[config.mk]
export PLATFORM = sky130hd
export DESIGN_NAME = step_worker_flat
export DESIGN_NICKNAME = d
export VERILOG_FILES = /design/src/rtl/step_pkg.sv /design/src/rtl/step_worker_if.sv /design/src/rtl/step_worker_mul_shift_add.sv /design/src/rtl/step_worker.sv /design/src/flat_wrapper.sv
export SDC_FILE = /design/constraint.sdc
export NUM_CORES = 1
export LEC_CHECK = 0
export ABC_CLOCK_PERIOD_IN_PS = 3200
export BUFFER_PORTS_ARGS = -buffer_cell sky130_fd_sc_hd__buf_2
export CORE_ASPECT_RATIO = 0.9
export CORE_MARGIN = 2
export CORE_UTILIZATION = 53
export CTS_CLUSTER_SIZE = 8
export DETAILED_ROUTE_END_ITERATION = 10
export PLACE_DENSITY = 0.9
export RECOVER_POWER = 25
export SLEW_MARGIN = 5
export SYNTH_ARGS = -nofsm -noshare
export SYNTH_HDL_FRONTEND = slang
export SYNTH_SLANG_ARGS = --single-unit
[constraint.sdc]
create_clock -name clk -period 3.2 [get_ports clk]
set_input_delay 0.64 -clock clk [delete_from_list [all_inputs] [get_ports clk]]
set_output_delay 0.64 -clock clk [all_outputs]
set_load 0.02 [all_outputs]
[src/rtl/step_pkg.sv]
// Shared types and constants for the step_worker block: operation and state
// encodings, datapath width and default tuning constants.
package step_pkg;

    localparam int DATA_W = 8;

    typedef logic [DATA_W-1:0] data_t;

    typedef enum logic [1:0] {
        OP_ADD     = 2'd0,
        OP_MUL     = 2'd1,
        OP_SPECIAL = 2'd2,
        OP_END     = 2'd3
    } op_e;

    typedef enum logic [1:0] {
        ST_IDLE  = 2'd0,
        ST_CALC  = 2'd1,
        ST_DONE  = 2'd2,
        ST_REARM = 2'd3
    } state_e;

    localparam logic [3:0] DEF_LATENCY   = 4'd1;
    localparam data_t      DEF_ADD_CONST = 8'h01;
    localparam data_t      DEF_MUL_CONST = 8'h02;
    localparam data_t      SPECIAL_MASK  = 8'h5A;

    // The multiplier consumes one constant bit per cycle, so it always needs one cycle per bit.
    localparam logic [3:0] MUL_CYCLES    = 4'd8;

    function automatic data_t bitReverse(input data_t v);
        data_t r;
        r = '0;
        for (int i = 0; i < DATA_W; i++) begin
            r[i] = v[DATA_W-1-i];
        end
        return r;
    endfunction

endpackage

[src/rtl/step_worker_if.sv]
// Controller <-> worker handshake: level start with operand, registered result
// with a one-cycle done pulse and a busy flag.
interface step_worker_if;
    import step_pkg::*;

    logic  start;
    data_t in_data;
    data_t out_data;
    logic  done;
    logic  busy;

    modport master (
        output start,
        output in_data,
        input  out_data,
        input  done,
        input  busy
    );

    modport slave (
        input  start,
        input  in_data,
        output out_data,
        output done,
        output busy
    );

    modport monitor (
        input start,
        input in_data,
        input out_data,
        input done,
        input busy
    );

endinterface

[src/rtl/step_worker_mul_shift_add.sv]
// Iterative shift-add multiplier, one multiplier (constant) bit per step, LSB
// first; the product is truncated to the datapath width.
module mul_shift_add
    import step_pkg::*;
(
    input  logic  clk,
    input  logic  rst_n,
    input  logic  start_i,
    input  logic  step_i,
    input  data_t operand_i,
    input  data_t const_i,
    output data_t product_o,
    output logic  last_o
);

    data_t      mcand_q, mcand_d;
    data_t      mplier_q, mplier_d;
    data_t      acc_q, acc_d;
    logic [2:0] count_q, count_d;
    data_t      partial;

    // product_o already folds in the bit being consumed this cycle, so the owner
    // can capture the complete result on the same edge as the final step.
    assign partial   = mplier_q[0] ? mcand_q : '0;
    assign product_o = acc_q + partial;
    assign last_o    = (count_q == 3'(MUL_CYCLES - 4'd1));

    always_comb begin
        mcand_d  = mcand_q;
        mplier_d = mplier_q;
        acc_d    = acc_q;
        count_d  = count_q;
        if (start_i) begin
            mcand_d  = operand_i;
            mplier_d = const_i;
            acc_d    = '0;
            count_d  = '0;
        end else if (step_i) begin
            acc_d    = product_o;
            mcand_d  = {mcand_q[DATA_W-2:0], 1'b0};
            mplier_d = {1'b0, mplier_q[DATA_W-1:1]};
            count_d  = count_q + 3'd1;
        end
    end

    always_ff @(posedge clk) begin
        if (!rst_n) begin
            mcand_q  <= '0;
            mplier_q <= '0;
            acc_q    <= '0;
            count_q  <= '0;
        end else begin
            mcand_q  <= mcand_d;
            mplier_q <= mplier_d;
            acc_q    <= acc_d;
            count_q  <= count_d;
        end
    end

endmodule

[src/rtl/step_worker.sv]
// Single-operation worker: accepts an operand on start, computes for a fixed
// number of cycles, pulses done with the result, and refuses to rerun on a held start.
module step_worker
    import step_pkg::*;
#(
    parameter logic [1:0] OP        = 2'd0,
    parameter logic [3:0] LATENCY   = DEF_LATENCY,
    parameter data_t      ADD_CONST = DEF_ADD_CONST,
    parameter data_t      MUL_CONST = DEF_MUL_CONST
) (
    input  logic         clk,
    input  logic         rst_n,
    step_worker_if.slave bus
);

    state_e     state_q, state_d;
    data_t      operand_q, operand_d;
    data_t      outData_q, outData_d;
    logic [3:0] cnt_q, cnt_d;

    logic  accept;
    logic  calcLast;
    logic  mulStep;
    logic  mulLast;
    data_t mulProduct;
    data_t result;

    assign accept  = (state_q == ST_IDLE) && bus.start;
    assign mulStep = (state_q == ST_CALC);

    // The multiplier takes the operand straight from the bus on the accept edge,
    // in step with the operand register.
    mul_shift_add u_mul (
        .clk       (clk),
        .rst_n     (rst_n),
        .start_i   (accept),
        .step_i    (mulStep),
        .operand_i (bus.in_data),
        .const_i   (MUL_CONST),
        .product_o (mulProduct),
        .last_o    (mulLast)
    );

    always_comb begin
        result = '0;
        case (op_e'(OP))
            OP_ADD:     result = operand_q + ADD_CONST;
            OP_MUL:     result = mulProduct;
            OP_SPECIAL: result = bitReverse(operand_q) ^ SPECIAL_MASK;
            default:    result = ~operand_q;
        endcase
    end

    // Multiply length is set by its bit count, everything else by LATENCY.
    assign calcLast = (op_e'(OP) == OP_MUL) ? mulLast : (cnt_q == (LATENCY - 4'd1));

    always_comb begin
        state_d   = state_q;
        operand_d = operand_q;
        outData_d = outData_q;
        cnt_d     = cnt_q;
        case (state_q)
            ST_IDLE: begin
                if (accept) begin
                    operand_d = bus.in_data;
                    cnt_d     = '0;
                    state_d   = ST_CALC;
                end
            end
            ST_CALC: begin
                if (calcLast) begin
                    outData_d = result;
                    cnt_d     = '0;
                    state_d   = ST_DONE;
                end else begin
                    cnt_d = cnt_q + 4'd1;
                end
            end
            ST_DONE: begin
                state_d = bus.start ? ST_REARM : ST_IDLE;
            end
            ST_REARM: begin
                if (!bus.start) begin
                    state_d = ST_IDLE;
                end
            end
            default: begin
                state_d = ST_IDLE;
            end
        endcase
    end

    always_ff @(posedge clk) begin
        if (!rst_n) begin
            state_q   <= ST_IDLE;
            operand_q <= '0;
            outData_q <= '0;
            cnt_q     <= '0;
        end else begin
            state_q   <= state_d;
            operand_q <= operand_d;
            outData_q <= outData_d;
            cnt_q     <= cnt_d;
        end
    end

    assign bus.out_data = outData_q;
    assign bus.done     = (state_q == ST_DONE);
    assign bus.busy     = (state_q != ST_IDLE);

endmodule

[src/flat_wrapper.sv]
// flat-port wrapper written by rule: the top's interface ports become plain ports
module step_worker_flat import step_pkg::*;
#(
    parameter logic [1:0] OP        = 2'd0,
    parameter logic [3:0] LATENCY   = DEF_LATENCY,
    parameter data_t      ADD_CONST = DEF_ADD_CONST,
    parameter data_t      MUL_CONST = DEF_MUL_CONST
)
  (clk, rst_n, bus_start, bus_in_data, bus_out_data, bus_done, bus_busy);
  step_worker_if bus_i ();
  input  logic clk;
  input  logic rst_n;
  input wire logic [$bits(bus_i.start)-1:0] bus_start;
  input wire logic [$bits(bus_i.in_data)-1:0] bus_in_data;
  output wire logic [$bits(bus_i.out_data)-1:0] bus_out_data;
  output wire logic [$bits(bus_i.done)-1:0] bus_done;
  output wire logic [$bits(bus_i.busy)-1:0] bus_busy;
  assign bus_i.start = bus_start;
  assign bus_i.in_data = bus_in_data;
  assign bus_out_data = bus_i.out_data;
  assign bus_done = bus_i.done;
  assign bus_busy = bus_i.busy;
  step_worker #(.OP(OP), .LATENCY(LATENCY), .ADD_CONST(ADD_CONST), .MUL_CONST(MUL_CONST)) u_core (.clk(clk), .rst_n(rst_n), .bus(bus_i));
endmodule
# Word-level counts from Yosys, hierarchy flattened
# Index checks and enable logic that the tools add are counted.
# totals
reg_bits	22
latchBits	0
ramBits	0
romBits	0
in_bits	11
output_inout_bits	10
word_cells	29
n_memories	0
# classes
addsub	2
n_mul	0
div_mod_pow	0
order_cmp	0
eq_ne	6
shift	0
muxes	8
bitwise_logic	0
reduce_logical	9
# op_table
op	count
8-bit by 1-bit adder with 8-bit output (second input constant)	1
2-bit 2-to-1 mux	4
4-bit 2-to-1 mux	2
2-bit one-hot mux with 4 select lines	1
4-bit one-hot mux with 2 select lines	1
2-bit AND reduction	3
4-bit by 1-bit adder with 4-bit output (second input constant)	1
2-bit equality test (second input constant)	2
4-bit zero test	1
2-bit by 1-bit inequality test with 1-bit output (second input constant)	2
2-bit nonzero test	2
3-bit AND reduction	1
2-bit by 1-bit equality test with 1-bit output (second input constant)	1
2-bit zero test	1
2-bit inequality test (second input constant)	1
1-bit logical AND	1

# Longest topological paths before layout
# depth
ltp_word	4
depth_mapped	5
mapped_depth_nobuf	5

# Least setup slack after synthesis
# No wires, ideal clock.
# synth_timing
path_type	register -> register
start	register u_core.cnt_q[0]
end	register u_core.outData_q[6], in the netlist u_core.bus.out_data[6]
setup_time_ns	0.141
arrival_time_ns	1.281
setup_slack_ns	1.778
stages_incl_launch_ff	6
path_buffers	0
synth_period_minus_slack_ns	1.422
cell_sequence	dfxtp_1 > inv_1 > ha_1 > or3b_4 > nor2_1 > a311oi_1
# synth_between
elab_chain_cells	2
# synth_rtl
item	line	text
start, declared	step_worker.sv:19	logic [3:0] cnt_q, cnt_d;
start signal, assigned	step_worker.sv:103	cnt_q <= cnt_d;
4-bit zero test	step_worker.sv:55	assign calcLast = (op_e'(OP) == OP_MUL) ? mulLast : (cnt_q == (LATENCY - 4'd1));
2-bit AND reduction (no source line)	n/a	
end signal, assigned	step_worker.sv:102	outData_q <= outData_d;
end, declared	step_worker.sv:18	data_t outData_q, outData_d;
# Every way passes these cells.
# A chain may end at the register's enable or synchronous reset.

# Worst setup path in the final report
# layout_timing
start	register u_core.state_q[0]
end	output port bus_busy
# layout_between
elab_chain_cells	1
# layout_rtl
item	line	text
start, declared	step_worker.sv:16	state_e state_q, state_d;
start signal, assigned	step_worker.sv:100	state_q <= state_d;
2-bit nonzero test	step_worker.sv:109	assign bus.busy = (state_q != ST_IDLE);
end, declared	flat_wrapper.sv:17	output wire logic [$bits(bus_i.busy)-1:0] bus_busy;
# Every way passes these cells.

==> run summary <==
Setup violations remaining at the end of the flow were counted as 0. The share of synthesized area in the top cell type comes to 0.437. In this run the horizontal extent of the chip is approximately 50 um.

A synthesized cell averages 9.07 um^2. In this run the tightest slew margin relative to its limit is 0.602. The power density relative to cell area came out at between 500 and 600 nW/um^2. The number of clock buffers added by TritonCTS is 3. The DRC marker count from the first detailed-route iteration came out at 11.

Ranked by total cell area, the synthesized netlist is headed by dfxtp_1, mux2i_1, a21oi_1. The master cell of the clock root buffer is clkbuf_4. The ratio of cells with drive above 1 in the final layout is 0.212. The clock network latency to the later pin of the worst-skew pair came out at 0.31 ns.

The post-route minimum period is roughly 1.8 ns. Registers take 440 um^2. The worst-case IR drop observed on VDD is 399 uV. For this design the static power due to leakage is between 0.4 and 0.5 nW.

The net count of the mapped netlist came out at 125. Across the routed clock network, the largest skew measured is approximately 0.012 ns. The HPWL after detailed placement is 1450 um. The worst setup path is captured at an output pin. The number of vias per cell after detailed routing came out at roughly 5.4.

The initial cell density of the core is 0.581. The clock transition time at the flip-flop clock pins of the worst setup and hold paths is approximately 0.13 ns. The reported max-cap violation count is 0. The number of buffers added for setup after CTS is 0. The largest driver fanout on the critical path is 8. The area of the die came out at around 2300 um^2.

The number of endpoints with negative hold slack in the final report came out at 0. The clock net in this run drives a total of 22 sinks. The post-detailed-routing wire length came out at between 1500 and 2000 um. The number of pins with negative max-slew slack in the final report came out at 0. The worst setup path is launched from a flop. For this run, the number of Yosys warnings is 0. The wire length of the first global-routing pass came out at 3240 um. For this run the aggregate overflow at the end of global routing stands at 0. The number of gates resized after cts came out at 0. The count of TritonRoute iterations in the first routing pass is 4. TritonCTS built the clock tree.

The number of inserted diodes came out at 0. The power consumption came out at about 0.62 mW. The fraction of the yosys area taken by sequential cells came out at 0.437.

The critical path is of the flop to output pin type. In the finished design, the share of the clock period the worst path needs comes to 0.565. At the end of routability-driven placement, the weighted congestion stood at approximately 0.83. Setup repair after global routing left no endpoint under its margin.

From synthesis to final layout, the design area changed by 16.4%. Summing over every cut layer, the via total after detailed routing is about 850. CTS built an H-tree with a depth of 1.

The count of unresolved DRC violations after routing is 0. The global routing usage summed across all routing layers came out at 0.191. The fill cell total of the finished layout is roughly 160.

The share of flip-flops with an asynchronous set or reset came out at 0. dfxtp_1 is the most common cell in the netlist. In this run the count of I/O pins placed on the die edge is 21. The die height came out at approximately 45 um.

The final layout contains approximately 150 nets. The number of nets with antenna violations after detailed routing came out at 0. Entering global routing, the biggest net connects 22 pins. Measured on the finished design, the core utilization comes to 0.676. The worst path arrival time is approximately 1.2 ns. The worst-case clock buffer depth came out at 2. The top achievable clock speed is 553 MHz. The setup slack after placement came out at approximately 1.6 ns. The run finished with clean final reports.

The cell row count is 14. The total area inside the core boundary comes to about 1700 um^2. The routed wirelength normalized by instance count came out at 12.0 um.

The required time of the critical path is about 2.6 ns. The setup TNS came out at 0 ns. The hold buffer count at CTS is 0. The footprint of the multi-input gates came out at 524 um^2. The slew at the pin closest to its max-slew limit is 0.597 ns. After technology mapping, the gate count stands at between 100 and 150.

The min-delay analysis places its worst path in the category flop to flop. The total of flip-flops plus latches after synthesis came out at 22. The number of global-route vias before repair is a little under 800. The number of different library cells used by synthesis comes to 30. The number of antenna violations at the first check in global routing is 0. For this run, the leading register cell type out of synthesis is dfxtp_1.

Counting instances in the post-synthesis netlist gives the leading cell types as dfxtp_1, nor2_1, a21oi_1. Of all cell types, the one taking the most synthesized area is dfxtp_1. The number of enable flip-flop cells after synthesis came out at 0. The number of I/O port buffers is 20. The final worst setup slack came out at 1.39 ns. The synthesized area is between 1000 and 1500 um^2.
## where the power goes
| group | switching, mW | leakage [nW] | total, mW | internal [mW] |
|---|---|---|---|---|
| combinational | 0.0556 | 0.271 | 0.0964 | 0.0407 |
| clock | 0.0866 | 0.0279 | 0.213 | 0.127 |
| sequential | 0.0181 | 0.180 | 0.312 | 0.293 |
## stage by stage
| step | std cells | hold slack [ns] | cell area [um^2] |
|---|---|---|---|
| after floorplan | 111 | 0.462 | 1010 |
| after global placement | 152 | 0.456 | 1120 |
| after detailed placement | 152 | 0.464 | 1120 |
| after CTS | 156 | 0.482 | 1180 |
| after global routing | 156 | 0.510 | 1170 |
| final | 156 | 0.473 | 1170 |
## per-layer routing
layer  wire length, um  share of wire  GRT usage  up-vias
met3                95          0.051     0.0662        2
met4                17         0.0091     0.0500        0
met2               878           0.47      0.323       21
met5                 0              0          0        -
li1                  -              -          -      439
met1               882           0.47      0.237      383
## worst max-delay path, stage by stage (launching register included)
cell	delay (ns)
dfxtp_1	0.41
or2_2	0.29
buf_2	0.16
## state kept, by name, indices dropped and copies added, names as in the netlist
signal               cells
u_core.bus.out_data      8
u_core.cnt_q             4
u_core.operand_q         8
u_core.state_q           2
## cells in the final DEF (no fill, tap or decap), types with 2 or more instances in the layout
master    count
nor2_1       12
a31oi_1       2
nand2_1       5
mux2i_1       8
a211oi_1      3
o21ai_0       6
dfxtp_1      22
inv_1         6
nand3_1       8
clkbuf_4      3
xor2_1        2
or3_1         4
clkbuf_1      2
a21oi_1       9
buf_2        19
nand2b_1      2
a311oi_1      3
ha_1          3
## final timing paths
| path | startpoint | to | slack, ns | depth (start not counted) |
|---|---|---|---|---|
| setup / recovery | u_core.state_q[0] | bus_busy | 1.39 | 2 |
| hold / removal | u_core.bus.out_data[5] | u_core.bus.out_data[5] | 0.47 | 2 |
| hold reg to reg | u_core.bus.out_data[5] | u_core.bus.out_data[5] | 0.47 | 2 |
| setup reg to reg | u_core.cnt_q[0] | u_core.bus.out_data[7] | 1.55 | 5 |
## kinds of logic (layout without fill, tap and decap cells)
| logic type | Yosys count | in the layout | share of synthesized area |
|---|---|---|---|
| xor+xnor | 3 | 3 | 0.0261 |
| buf+inv | 10 | 31 | 0.0422 |
| mux | 9 | 9 | 0.0907 |
| compound gates | 27 | 27 | 0.169 |
| simple gates | 37 | 37 | 0.198 |
| flops | 22 | 22 | 0.437 |
| fa+ha+maj | 3 | 3 | 0.0373 |
## cell type report
type | count | share of cell area
multi-input cells | 79 | 0.447
well taps | 24 | 0.0256
clock inverters | 1 | 0.0256
flip-flops and latches | 22 | 0.376
repair buffers | 21 | 0.0875
clock buffers | 3 | 0.0192
inverters | 6 | 0.0192
Power figures use the tool's default switching activity.
